[src/rtl/mul8x8_seq_pkg.sv]
// Shared types and constants for the sequential 8x8 multiplier.
package mul8x8_seq_pkg;

  typedef enum logic [1:0] {
    IDLE = 2'd0,
    STEP = 2'd1,
    DONE = 2'd2
  } state_t;

  localparam int NUM_STEPS = 4;
  localparam int CNT_W     = $clog2(NUM_STEPS);

  // Left shift applied to each step's partial product, indexed by step number.
  localparam logic [NUM_STEPS-1:0][3:0] STEP_SHIFT = {4'd8, 4'd4, 4'd4, 4'd0};

  function automatic logic [15:0] align_pp(input logic [7:0] pp, input logic [CNT_W-1:0] k);
    return {8'd0, pp} << STEP_SHIFT[k];
  endfunction

endpackage

[src/rtl/mul8x8_seq_mul4x4.sv]
// Combinational 4x4 unsigned multiplier shared across all steps.
// Latency 0; no flow control.
module mul4x4 (
  input  logic [3:0] x,
  input  logic [3:0] y,
  output logic [7:0] z
);

  assign z = {4'd0, x} * {4'd0, y};

endmodule

[src/rtl/mul8x8_seq.sv]
// Sequential 8x8 unsigned multiplier: four nibble steps through one shared 4x4 multiplier.
// Latency 5 cycles accept->out_valid (1 for zero operands when MUL8X8_SEQ_ZERO_SKIP_EN is defined).
// Backpressure: result held in DONE until out_ready; in_ready only in IDLE.
module mul8x8_seq
  import mul8x8_seq_pkg::*;
#(
  parameter int TAG_W = 2
) (
  input  logic             clk,
  input  logic             rst,
  input  logic             in_valid,
  output logic             in_ready,
  input  logic [7:0]       a,
  input  logic [7:0]       b,
  input  logic [TAG_W-1:0] in_tag,
  output logic             out_valid,
  input  logic             out_ready,
  output logic [15:0]      p,
  output logic [TAG_W-1:0] out_tag,
  output logic             busy
);

  localparam logic [CNT_W-1:0] LAST_STEP = CNT_W'(NUM_STEPS - 1);

  state_t             state, state_nxt;
  logic [CNT_W-1:0]   cnt;
  logic [7:0]         a_q, b_q;
  logic [TAG_W-1:0]   tag_q;
  logic [15:0]        acc;
  logic [15:0]        acc_nxt;
  logic [3:0]         a_nib, b_nib;
  logic [7:0]         pp;
  logic               accept;

  // Step bit 0 selects the high nibble of a, bit 1 the high nibble of b.
  assign a_nib = cnt[0] ? a_q[7:4] : a_q[3:0];
  assign b_nib = cnt[1] ? b_q[7:4] : b_q[3:0];

  mul4x4 u_mul4x4 (
    .x (a_nib),
    .y (b_nib),
    .z (pp)
  );

  assign acc_nxt = acc + align_pp(pp, cnt);

  always_ff @(posedge clk) begin
    if (rst) begin
      state <= IDLE;
    end else begin
      state <= state_nxt;
    end
  end

  always_comb begin
    state_nxt = state;
    accept    = 1'b0;
    in_ready  = (state == IDLE);
    out_valid = (state == DONE);
    busy      = (state != IDLE);
    case (state)
      IDLE: begin
        if (in_valid) begin
          accept = 1'b1;
`ifdef MUL8X8_SEQ_ZERO_SKIP_EN
          if (a == 8'd0 || b == 8'd0) begin
            state_nxt = DONE;
          end else begin
            state_nxt = STEP;
          end
`else
          state_nxt = STEP;
`endif
        end
      end
      STEP: begin
        if (cnt == LAST_STEP) begin
          state_nxt = DONE;
        end
      end
      DONE: begin
        if (out_ready) begin
          state_nxt = IDLE;
        end
      end
      default: state_nxt = IDLE;
    endcase
  end

  always_ff @(posedge clk) begin
    if (rst) begin
      acc   <= 16'd0;
      cnt   <= '0;
      a_q   <= 8'd0;
      b_q   <= 8'd0;
      tag_q <= '0;
    end else if (accept) begin
      acc   <= 16'd0;
      cnt   <= '0;
      a_q   <= a;
      b_q   <= b;
      tag_q <= in_tag;
    end else if (state == STEP) begin
      acc <= acc_nxt;
      cnt <= cnt + 1'b1;
    end
  end

  // Accumulator and tag are untouched in DONE, so they double as the held result.
  assign p       = acc;
  assign out_tag = tag_q;

endmodule

[config.mk]
export PLATFORM = sky130hd
export DESIGN_NAME = mul8x8_seq
export DESIGN_NICKNAME = d
export VERILOG_FILES = /design/src/rtl/mul8x8_seq_pkg.sv /design/src/rtl/mul8x8_seq_mul4x4.sv /design/src/rtl/mul8x8_seq.sv
export SDC_FILE = /design/constraint.sdc
export NUM_CORES = 1
export LEC_CHECK = 0
export CORE_MARGIN = 3
export CORE_UTILIZATION = 39
export CTS_CLUSTER_DIAMETER = 30
export DETAILED_ROUTE_END_ITERATION = 7
export MAX_ROUTING_LAYER = met4
export PLACE_DENSITY = 0.69
export SLEW_MARGIN = 10
export SYNTH_ARGS = -nofsm -noshare
export SYNTH_HDL_FRONTEND = slang
export SYNTH_SLANG_ARGS = --single-unit
export TNS_END_PERCENT = 100
[constraint.sdc]
create_clock -name clk -period 7.05 [get_ports clk]
set_input_delay 0.705 -clock clk [delete_from_list [all_inputs] [get_ports clk]]
set_output_delay 0.705 -clock clk [all_outputs]
set_load 0.005 [all_outputs]
Yosys cells after proc, flatten, opt, wreduce, memory -nomap -nowiden
Cells that the tools add are included.
Storage, ports and cells
  input bits: 22
  bits in latches: 0
  register bits: 38
  ROM bits: 0
  logic and storage cells: 31
  memory bits (writable): 0
  memories kept: 0
Cells by class
  add/sub/neg operators: 2
  shifts and indexed selects: 1
  divide/modulo/power cells: 0
  mux-type cells: 10
  eq/ne operators: 6
  reduce and logical (&&, ||, !) cells: 4
  multiply operators: 1
  bitwise operators: 0
  order comparisons: 1
Operator list (number)
  16-bit adder: 1
  8-bit by 4-bit << shifter with 16-bit output: 1
  4-bit 2-to-1 mux: 3
  4-bit binary-select mux with 2-bit select: 1
  4-bit by 4-bit multiplier with 8-bit output: 1
  2-bit 2-to-1 mux: 3
  2-bit one-hot mux with 3 select lines: 1
  2-bit equality test (second input constant): 2
  2-bit != test (second input constant): 2
  2-bit by 3-bit less-than comparator with 1-bit output (second input constant): 1
  3-bit AND reduction: 1
  2-bit by 1-bit adder with 2-bit output (second input constant): 1
  2-bit by 1-bit equality test with 1-bit output (second input constant): 1
  2-bit zero test: 1
  1-bit 2-to-1 mux: 2
  2-bit by 1-bit != test with 1-bit output (second input constant): 1
  2-bit nonzero test: 1
  2-bit OR reduction: 1

Logic depth before layout (Yosys ltp)
Gate-level depths: netlist (run 1).
  depth after elaboration: 4
  depth in mapped cells: 22
  gate-level depth less buffers: 21

By module
Synthesis (run 1) repeated with hierarchy kept, for this count alone.
Second synthesis, totals
  cell total of the unflattened synthesis: 348
  area total of the unflattened synthesis: 2844.0 um^2
Modules (own cells, without submodules)
  mul8x8_seq: area an instance 2379.8 um^2, sequential area each 760.7 um^2, cells each 297, instances 1
  mul4x4: area an instance 464.2 um^2, sequential area each 0.0 um^2, cells each 51, instances 1

Worst setup path before layout (run 1)
OpenSTA, ideal clock, no wires.
  path type: reg2reg
  start: reg cnt[1]
  end: reg acc[15] (netlist: p[15])
  data arrival time: 4.741 ns
  required time: 6.980 ns
  slack: 2.238 ns
  period minus slack after synthesis: 4.812 ns
  cell stages (with the launch flop): 21
  buffers on the path: 1
  path through: dfxtp_1 clkbuf_1 mux2i_1 or2_2 fa_1 inv_1 fa_1 ha_1 a21o_1 a221o_1 nor2_1 xor2_1 o22ai_1 ha_1 nand3_1 or2_2 o22ai_1 a21oi_1 xor2_1 or3_1 a21oi_1
Between the ends
  longest elaborated chain between the ends: 4
  elaborated cells between the ends (all ways): 6
  those cells by class: 1 x add/sub; 1 x mul; 1 x shift; 3 x mux
RTL lines
  from (decl): line mul8x8_seq.sv:26  | logic [CNT_W-1:0] cnt;
  from (signal assigned): line mul8x8_seq.sv:105  | cnt <= cnt + 1'b1;
  4-bit 2-to-1 mux / 4-bit binary-select mux with 2-bit select (equally long branches): line mul8x8_seq.sv:37, mul8x8_seq_pkg.sv:17
  4-bit by 4-bit multiplier with 8-bit output / 4-bit 2-to-1 mux (equally long branches): line mul8x8_seq_mul4x4.sv:9, mul8x8_seq_pkg.sv:17
  8-bit by 4-bit << shifter with 16-bit output (*): line mul8x8_seq_pkg.sv:17  | return {8'd0, pp} << STEP_SHIFT[k];
  16-bit adder (*): line mul8x8_seq.sv:45  | assign acc_nxt = acc + align_pp(pp, cnt);
  to (signal assigned): line mul8x8_seq.sv:104  | acc <= acc_nxt;
  to (decl): line mul8x8_seq.sv:29  | logic [15:0] acc;
Mark *: on every way between the ends. The rest lies on a longest branch, timed or not. The select of a mux whose other input is x is not followed.
A chain may end at the register's enable or synchronous reset.

Final worst setup path (run 1)
  start: reg cnt[0]
  end: reg acc[15] (netlist: p[15])
Between the ends
  longest elaborated chain between the ends: 4
  elaborated cells between the ends (all ways): 6
  those cells by class: 1 x add/sub; 1 x mul; 1 x shift; 3 x mux
RTL lines (line)
  4-bit 2-to-1 mux / 4-bit binary-select mux with 2-bit select (equally long branches): mul8x8_seq.sv:36, mul8x8_seq_pkg.sv:17
  4-bit by 4-bit multiplier with 8-bit output / 4-bit 2-to-1 mux (equally long branches): mul8x8_seq_mul4x4.sv:9, mul8x8_seq_pkg.sv:17
  8-bit by 4-bit << shifter with 16-bit output (*): mul8x8_seq_pkg.sv:17
  16-bit adder (*): mul8x8_seq.sv:45
Marks and branches as above.

==> impl_metrics.py, run 1 <==
metrics = {
    "setup_path": {
        "arrival_ns": 5.34,
        "timing.reg2reg.worst_path_depth": 19,
        "startpoint_type": "register",
        "cp-end-kind": "register",
        "startpoint": "cnt[0]",
        "critPathMaxFanout": 6,
        "critical_path.reg2reg.startpoint": "cnt[0]",
        "required_ns": 7.27,
        "timing.setup.critical_path_class": "register to register",
    },
    "floorplanning": {
        "initial_core_util_pct": 41.55,
        "floorplan.die_area_mm2": 0.007996,
        "placementRows": 29,
        "die_width_um": 89.42,
        "top_level_ports": 43,
        "fp.dieH_um": 89.42,
        "area_inside_the_core_boundary_mm2": 0.006531,
    },
    "route": {
        "drcViolationCount": 0,
        "drtAntennaViolNets": 0,
        "drt_iter0_markers": 112,
        "detailroute.via_count": 2487,
        "drt-total-wl_mm": 6.455,
        "avgRoutedWirePerCell_um": 13.97,
        "detailedRoute.firstPassIterationCount": 4,
        "avgViaCountPerCell": 5.383,
    },
    "timing": {
        "final-max-slew-violation-count": 0,
        "post-route-min-period_ns": 5.122,
        "final_hold_violation_count": 0,
        "setup_viol": 0,
        "layout_worst_path_cycle_share_pct": 72.66,
        "setup_repair_after_global_routing_missed_its_margin": "no",
        "clock_skew_ns": 0.007011,
        "hold-worst-slack_ns": 0.4600,
        "clock.fmax_mhz": 195.2,
        "final_tns_setup_ns": 0,
        "max_slew.worst_pin.slew_ns": 0.9020,
        "worst_slew_margin_rel_pct": 39.86,
    },
    "clocking": {
        "post_cts.repair.setup_buffers": 0,
        "cts_h_tree_depth": 2,
        "cts.reportedPaths.clkPinSlew_ns": 0.08,
        "tritoncts_clock_tree": "done",
        "sink_count_of_the_clock_tree": 38,
        "clock_tree.buffer_depth": 2,
        "cts_hold_buffers": 0,
        "clock_latency_ns": 0.30,
        "post_cts_resized": 0,
        "cts_buffers": 5,
        "ctsRootBufferMaster": "clkbuf_8",
    },
    "power_and_ir_drop": {
        "report.power.total_w": 0.0005302,
        "power-per-cell-area_mw_per_mm2": 160.0,
        "total_leakage_power_nw": 1.397,
        "power.ir.vdd_worst_mv": 0.09735,
    },
    "global_route": {
        "grt_pass1_wl_mm": 10.74,
        "grt_max_degree": 23,
        "globalRouteTotalUtil_pct": 17.35,
        "grt_overflow": 0,
        "antenna_found_initial": 0,
        "vias_in_the_first_global_route": 2348,
    },
    "final_layout": {
        "final_net_count": 439,
        "sequential_cell_area_um2": 760.7,
        "multi_input_comb_area_mm2": 0.001832,
        "layout.cell_area.non_filler_mm2": 0.003314,
        "num_antenna_cells": 0,
        "drive_above_1_share_pct": 4.675,
        "nFillCells": 639,
        "layout-area-overhead-vs-synth_pct": 22.13,
    },
    "place": {
        "dp_hpwl_mm": 4.895,
        "place_area_mm2": 0.003177,
        "gp_routability_congestion": 0.9341,
        "port-buffer-count": 42,
    },
    "logic_synthesis": {
        "post_synth_instance_area_mm2": 0.002714,
        "synth_enable_flop_cells": 0,
        "ys_async_sr_fraction_pct": 0,
        "seq_area_frac_synth_pct": 28.03,
        "yosysWarnings": 0,
        "syn_area_per_cell_um2": 7.754,
        "ys.flop_type": "dfxtp_1",
        "ys_seq_elements": 38,
        "post_synth_num_cell_types": 43,
        "post_synth_inst_count": 350,
        "synth_fp_nets": 405,
    },
    "worst_hold_path": {
        "holdCritStartpoint": "b_q[4]",
        "worst_hold_path_type": "register to register",
        "holdPathStages": 2,
    },
    "outcome": {
        "outcome": "finished, final reports clean",
    },
    "job": {
        "drv.max_cap_violation_count": 0,
    },
}
sequential cells by signal (all words and copies together) (netlist names):
name     flops
a_q          8
b_q          8
cnt          2
out_tag      2
p           16
state        2
final cells by class:
| type | count | share of cell area, % |
|---|---|---|
| clock inverter | 3 | 2.076 |
| multi-input combinational | 280 | 55.27 |
| timing repair buffer | 43 | 12.91 |
| sequential | 38 | 22.95 |
| clock buffer | 5 | 2.076 |
| inverter | 16 | 1.812 |
| tap | 77 | 2.907 |
kinds of logic (layout without fill, tap and decap cells):
logic type | after synthesis | after routing | synth area share (%)
AO/OA/AOI/OAI | 84 | 84 | 18.58
AND/OR/NAND/NOR | 137 | 137 | 23.28
flip-flops | 38 | 38 | 28.03
multiplexers | 12 | 12 | 4.518
adder cells (fa/ha/maj) | 33 | 33 | 16.60
XOR/XNOR | 14 | 14 | 4.518
buffers and inverters | 32 | 67 | 4.472
synthesized netlist by cell type, types with 7 or more instances:
cell	number	area share [%]
a21o_1	9	2.5
a21oi_1	42	7.7
clkbuf_1	14	1.9
dfxtp_1	38	28
ha_1	28	13
inv_1	16	2.2
mux2i_1	10	3.7
nand2_1	55	7.6
nand3_1	12	2.2
nor2_1	32	4.4
nor2b_1	7	1.6
nor3_1	8	1.5
xnor2_1	8	2.6
metal layers:
layer	wire length [µm]	GRT usage (%)	up-vias
li1	-	-	1283
met4	47	3.518	0
met3	310	2.857	4
met1	3093	22.95	1143
met5	0	-	-
met2	3003	28.00	57
worst paths after layout:
path,end,slack (ns)
worst max register to register,p[15],1.93
worst max-delay path,p[15],1.93
worst min register to register,b_q[4],0.46
worst min-delay path,b_q[4],0.46
metrics by stage:
stage | util (%) | cells | worst slack (ns)
after CTS | 50.75 | 462 | 1.961
final | 50.75 | 462 | 1.928
after global routing | 50.75 | 462 | 1.569
after global placement | 48.64 | 454 | 2.088
after detailed placement | 48.64 | 454 | 2.007
after floorplan | - | 350 | 2.238
power by group:
group	leakage [nW]	switching, W	internal, W
sequential	0.310	0.00000608	0.000223
combinational	1.02	0.0000422	0.0000329
clock	0.0683	0.0000843	0.000142
placed cells by master (no fill, tap or decap), types with 5 or more instances in the layout:
cell | synthesis | final
fa_1 | 5 | 5
xor2_1 | 6 | 6
nand2b_1 | 5 | 5
a211oi_1 | 5 | 5
o22ai_1 | 5 | 5
xnor2_1 | 8 | 8
inv_1 | 16 | 16
nor2_1 | 32 | 32
dfxtp_1 | 38 | 38
nor3_1 | 8 | 8
nor2b_1 | 7 | 7
mux2i_1 | 10 | 10
a21oi_1 | 42 | 42
or2_2 | 5 | 5
a21o_1 | 9 | 9
nand2_1 | 55 | 55
clkdlybuf4s50_1 | 0 | 42
nand3_1 | 12 | 12
o21ai_0 | 6 | 6
clkbuf_8 | 0 | 5
ha_1 | 28 | 28
worst max-delay path, stage by stage, from the launching register on:
cell and delay (ns):
dfxtp_1 0.52, mux2i_1 0.18, or2_2 0.32, fa_1 0.54, inv_1 0.05, fa_1 0.42, ha_1 0.34, and3_4 0.20
a221o_1 0.35, nor2_1 0.14, xor2_1 0.20, o22ai_1 0.12, ha_1 0.38, nand3_1 0.15, or2_2 0.32, o22ai_1 0.12
a21oi_1 0.08, xor2_1 0.18, or3_1 0.31, a21oi_1 0.13
No activity file was read; power rests on OpenSTA's default activity.
==> run 2, diff against run 1 <==
Clock period 7.05 ns to 4.79 ns, I/O delays scaled along.
==> run 2 against run 1 <==
The run now ends with negative setup slack left. Cell count is 6.3% higher. Total power is 50% higher. Sequential power is 47% higher. Core utilization is 5.6 points higher. Clock skew is 0.0018 ns lower. Via count is 4.9% higher. Worst setup slack worse by 1.9 ns. Die area stayed put. Highest routed layer unchanged.
==> impl_metrics.py, run 2 (same netlist as run 1, synthesis figures left out) <==
metrics = {
    "outcome": {
        "outcome": "finished with violations",
        "violations": "negative setup slack",
    },
    "place": {
        "dp_hpwl_mm": 5.022,
        "place_ws_ns": -0.1149,
        "port-buffer-count": 42,
        "dp.cells": 477,
        "gp_routability_congestion": 0.8877,
    },
    "worst_hold_path": {
        "worst_hold_path_type": "register to register",
    },
    "setup_path": {
        "timing.setup.critical_path_class": "register to register",
        "cp_slowest_stage_delay_ns": 0.53,
        "cpMaxStageDelayCell": "or4_1",
        "worstPathBufferInverterCount": 1,
        "startpoint_type": "register",
        "required_ns": 5.03,
        "critical_path.cell_chain": "mux2i_2 -> or2_4 -> fa_1 -> inv_1 -> fa_1 -> ha_1 -> a21o_1 -> a221o_1 -> nor2_1 -> xor2_1 -> mux2_4 -> nor2_4 -> ha_4 -> a21o_1 -> o32ai_2 -> a21oi_2 -> a31oi_1 -> or4_1 -> nand3_1",
        "critPathMaxFanout": 5,
        "arrival_ns": 5.04,
        "cp-end-kind": "register",
        "critPathTopFamily": "adder cells",
    },
    "route": {
        "avgViaCountPerCell": 5.314,
        "avgRoutedWirePerCell_um": 13.68,
        "detailroute.via_count": 2609,
        "drcViolationCount": 0,
        "drtAntennaViolNets": 0,
        "drt-total-wl_mm": 6.718,
        "drt_iter0_markers": 97,
        "detailedRoute.firstPassIterationCount": 4,
    },
    "floorplanning": {
        "initial_core_util_pct": 41.55,
        "floorplan.die_area_mm2": 0.007996,
        "fp.dieH_um": 89.42,
        "die_width_um": 89.42,
        "placementRows": 29,
        "area_inside_the_core_boundary_mm2": 0.006531,
        "top_level_ports": 43,
    },
    "clocking": {
        "cts_buffers": 5,
        "sink_count_of_the_clock_tree": 38,
        "ctsRootBufferMaster": "clkbuf_8",
        "tritoncts_clock_tree": "done",
        "clock_latency_ns": 0.30,
        "cts.reportedPaths.clkPinSlew_ns": 0.08,
        "clock_tree.buffer_depth": 2,
        "cts_h_tree_depth": 2,
    },
    "timing": {
        "clock_skew_ns": 0.005168,
        "final.setup.worst_slack_ns": -0.001866,
        "hold-worst-slack_ns": 0.4556,
        "clock.fmax_mhz": 208.7,
        "layout_worst_path_cycle_share_pct": 100.0,
        "worst_slew_margin_rel_pct": 47.05,
        "max_slew.worst_pin.slew_ns": 0.7942,
        "final_hold_violation_count": 0,
        "post-route-min-period_ns": 4.792,
        "setup_viol": 1,
        "final-max-slew-violation-count": 0,
        "setup_repair_after_global_routing_missed_its_margin": "yes",
    },
    "job": {
        "drv.max_cap_violation_count": 0,
    },
    "global_route": {
        "grt_pass1_wl_mm": 10.92,
        "antenna_found_initial": 0,
        "globalRouteTotalUtil_pct": 17.67,
        "vias_in_the_first_global_route": 2445,
        "grt_max_degree": 23,
        "grt_overflow": 0,
    },
    "power_and_ir_drop": {
        "total_leakage_power_nw": 1.565,
        "power-per-cell-area_mw_per_mm2": 215.9,
        "power.ir.vdd_worst_mv": 0.1359,
    },
    "final_layout": {
        "final-instance-count-excl-fill": 491,
        "layout-area-overhead-vs-synth_pct": 35.50,
        "final_common_cell": "nand2_1",
        "final_net_count": 468,
        "drive_above_1_share_pct": 17.15,
        "largest_register_ff_count": 16,
        "num_antenna_cells": 0,
        "multi_input_comb_area_mm2": 0.001969,
        "nFillCells": 595,
        "layout.cells.most_common_list": "nand2_1 (55), clkdlybuf4s50_1 (42), a21oi_1 (38)",
        "sequential_cell_area_um2": 768.2,
    },
}
run 2: changes by cell type in the layout (fill, tap and decap cells not counted), sizes merged:
cell and delta:
buf +29
run 2: timing repair:
action                                  in CTS  in global routing
pin swaps                                    2                 21
cloned                                       0                  0
endpoints found under the setup margin       4                  8
gates resized for setup                      6                 29
setup buffers                                0                  6
hold buffers                                 0                  0
run 2: power by group:
group	internal, W	total [W]	leakage, nW	switching (W)
combinational	0.0000588	0.000124	1.19	0.0000650
clock	0.000209	0.000334	0.0683	0.000125
sequential	0.000328	0.000337	0.311	0.00000893
total	0.000595	0.000794	1.57	0.000199
run 2: through the flow:
step	instance area [µm²]	TNS [ns]	utilization (%)	total power [W]
final	3677	-0.001866	56.30	0.0007941
after global routing	3677	-0.5433	56.30	0.0008297
after global placement	3349	-0.002690	51.28	0.0004607
after detailed placement	3349	-0.2996	51.28	0.0004624
after floorplan	2716	0	-	0.0004112
after CTS	3498	0	53.56	0.0007985
run 2: worst min-delay path: stages, from the launching register on:
cell and delay [ns]:
dfxtp_1 0.31, nand2_1 0.05, a21oi_1 0.05
run 2: final timing paths:
check / start / to / slack (ns) / depth (start not counted)
max: cnt[1] / p[10] / -0.002 / 19
min: out_tag[0] / out_tag[0] / 0.46 / 2
max reg2reg: cnt[1] / p[10] / -0.002 / 19
min reg2reg: out_tag[0] / out_tag[0] / 0.46 / 2
run 2: layout make-up:
type / instances / share of cell area, %
inverter: 16 / 1.633
timing repair buffer: 72 / 17.56
clock buffer: 5 / 1.871
clock inverter: 3 / 1.871
multi-input combinational: 280 / 53.56
tap: 77 / 2.620
sequential: 38 / 20.89
run 2: routing by layer:
| layer | track usage (%) | routed length [µm] | vias up |
|---|---|---|---|
| met5 | - | 0 | - |
| met4 | 5.142 | 113 | 0 |
| met3 | 3.134 | 312 | 12 |
| met2 | 28.87 | 3179 | 62 |
| met1 | 22.30 | 3113 | 1189 |
| li1 | - | - | 1346 |
==> run 3, diff against run 2 <==
Settings changed: CTS_CLUSTER_DIAMETER 30 to 150.
==> results of run 3 <==
Final layout, timing and power as in run 2 (identical DEF).
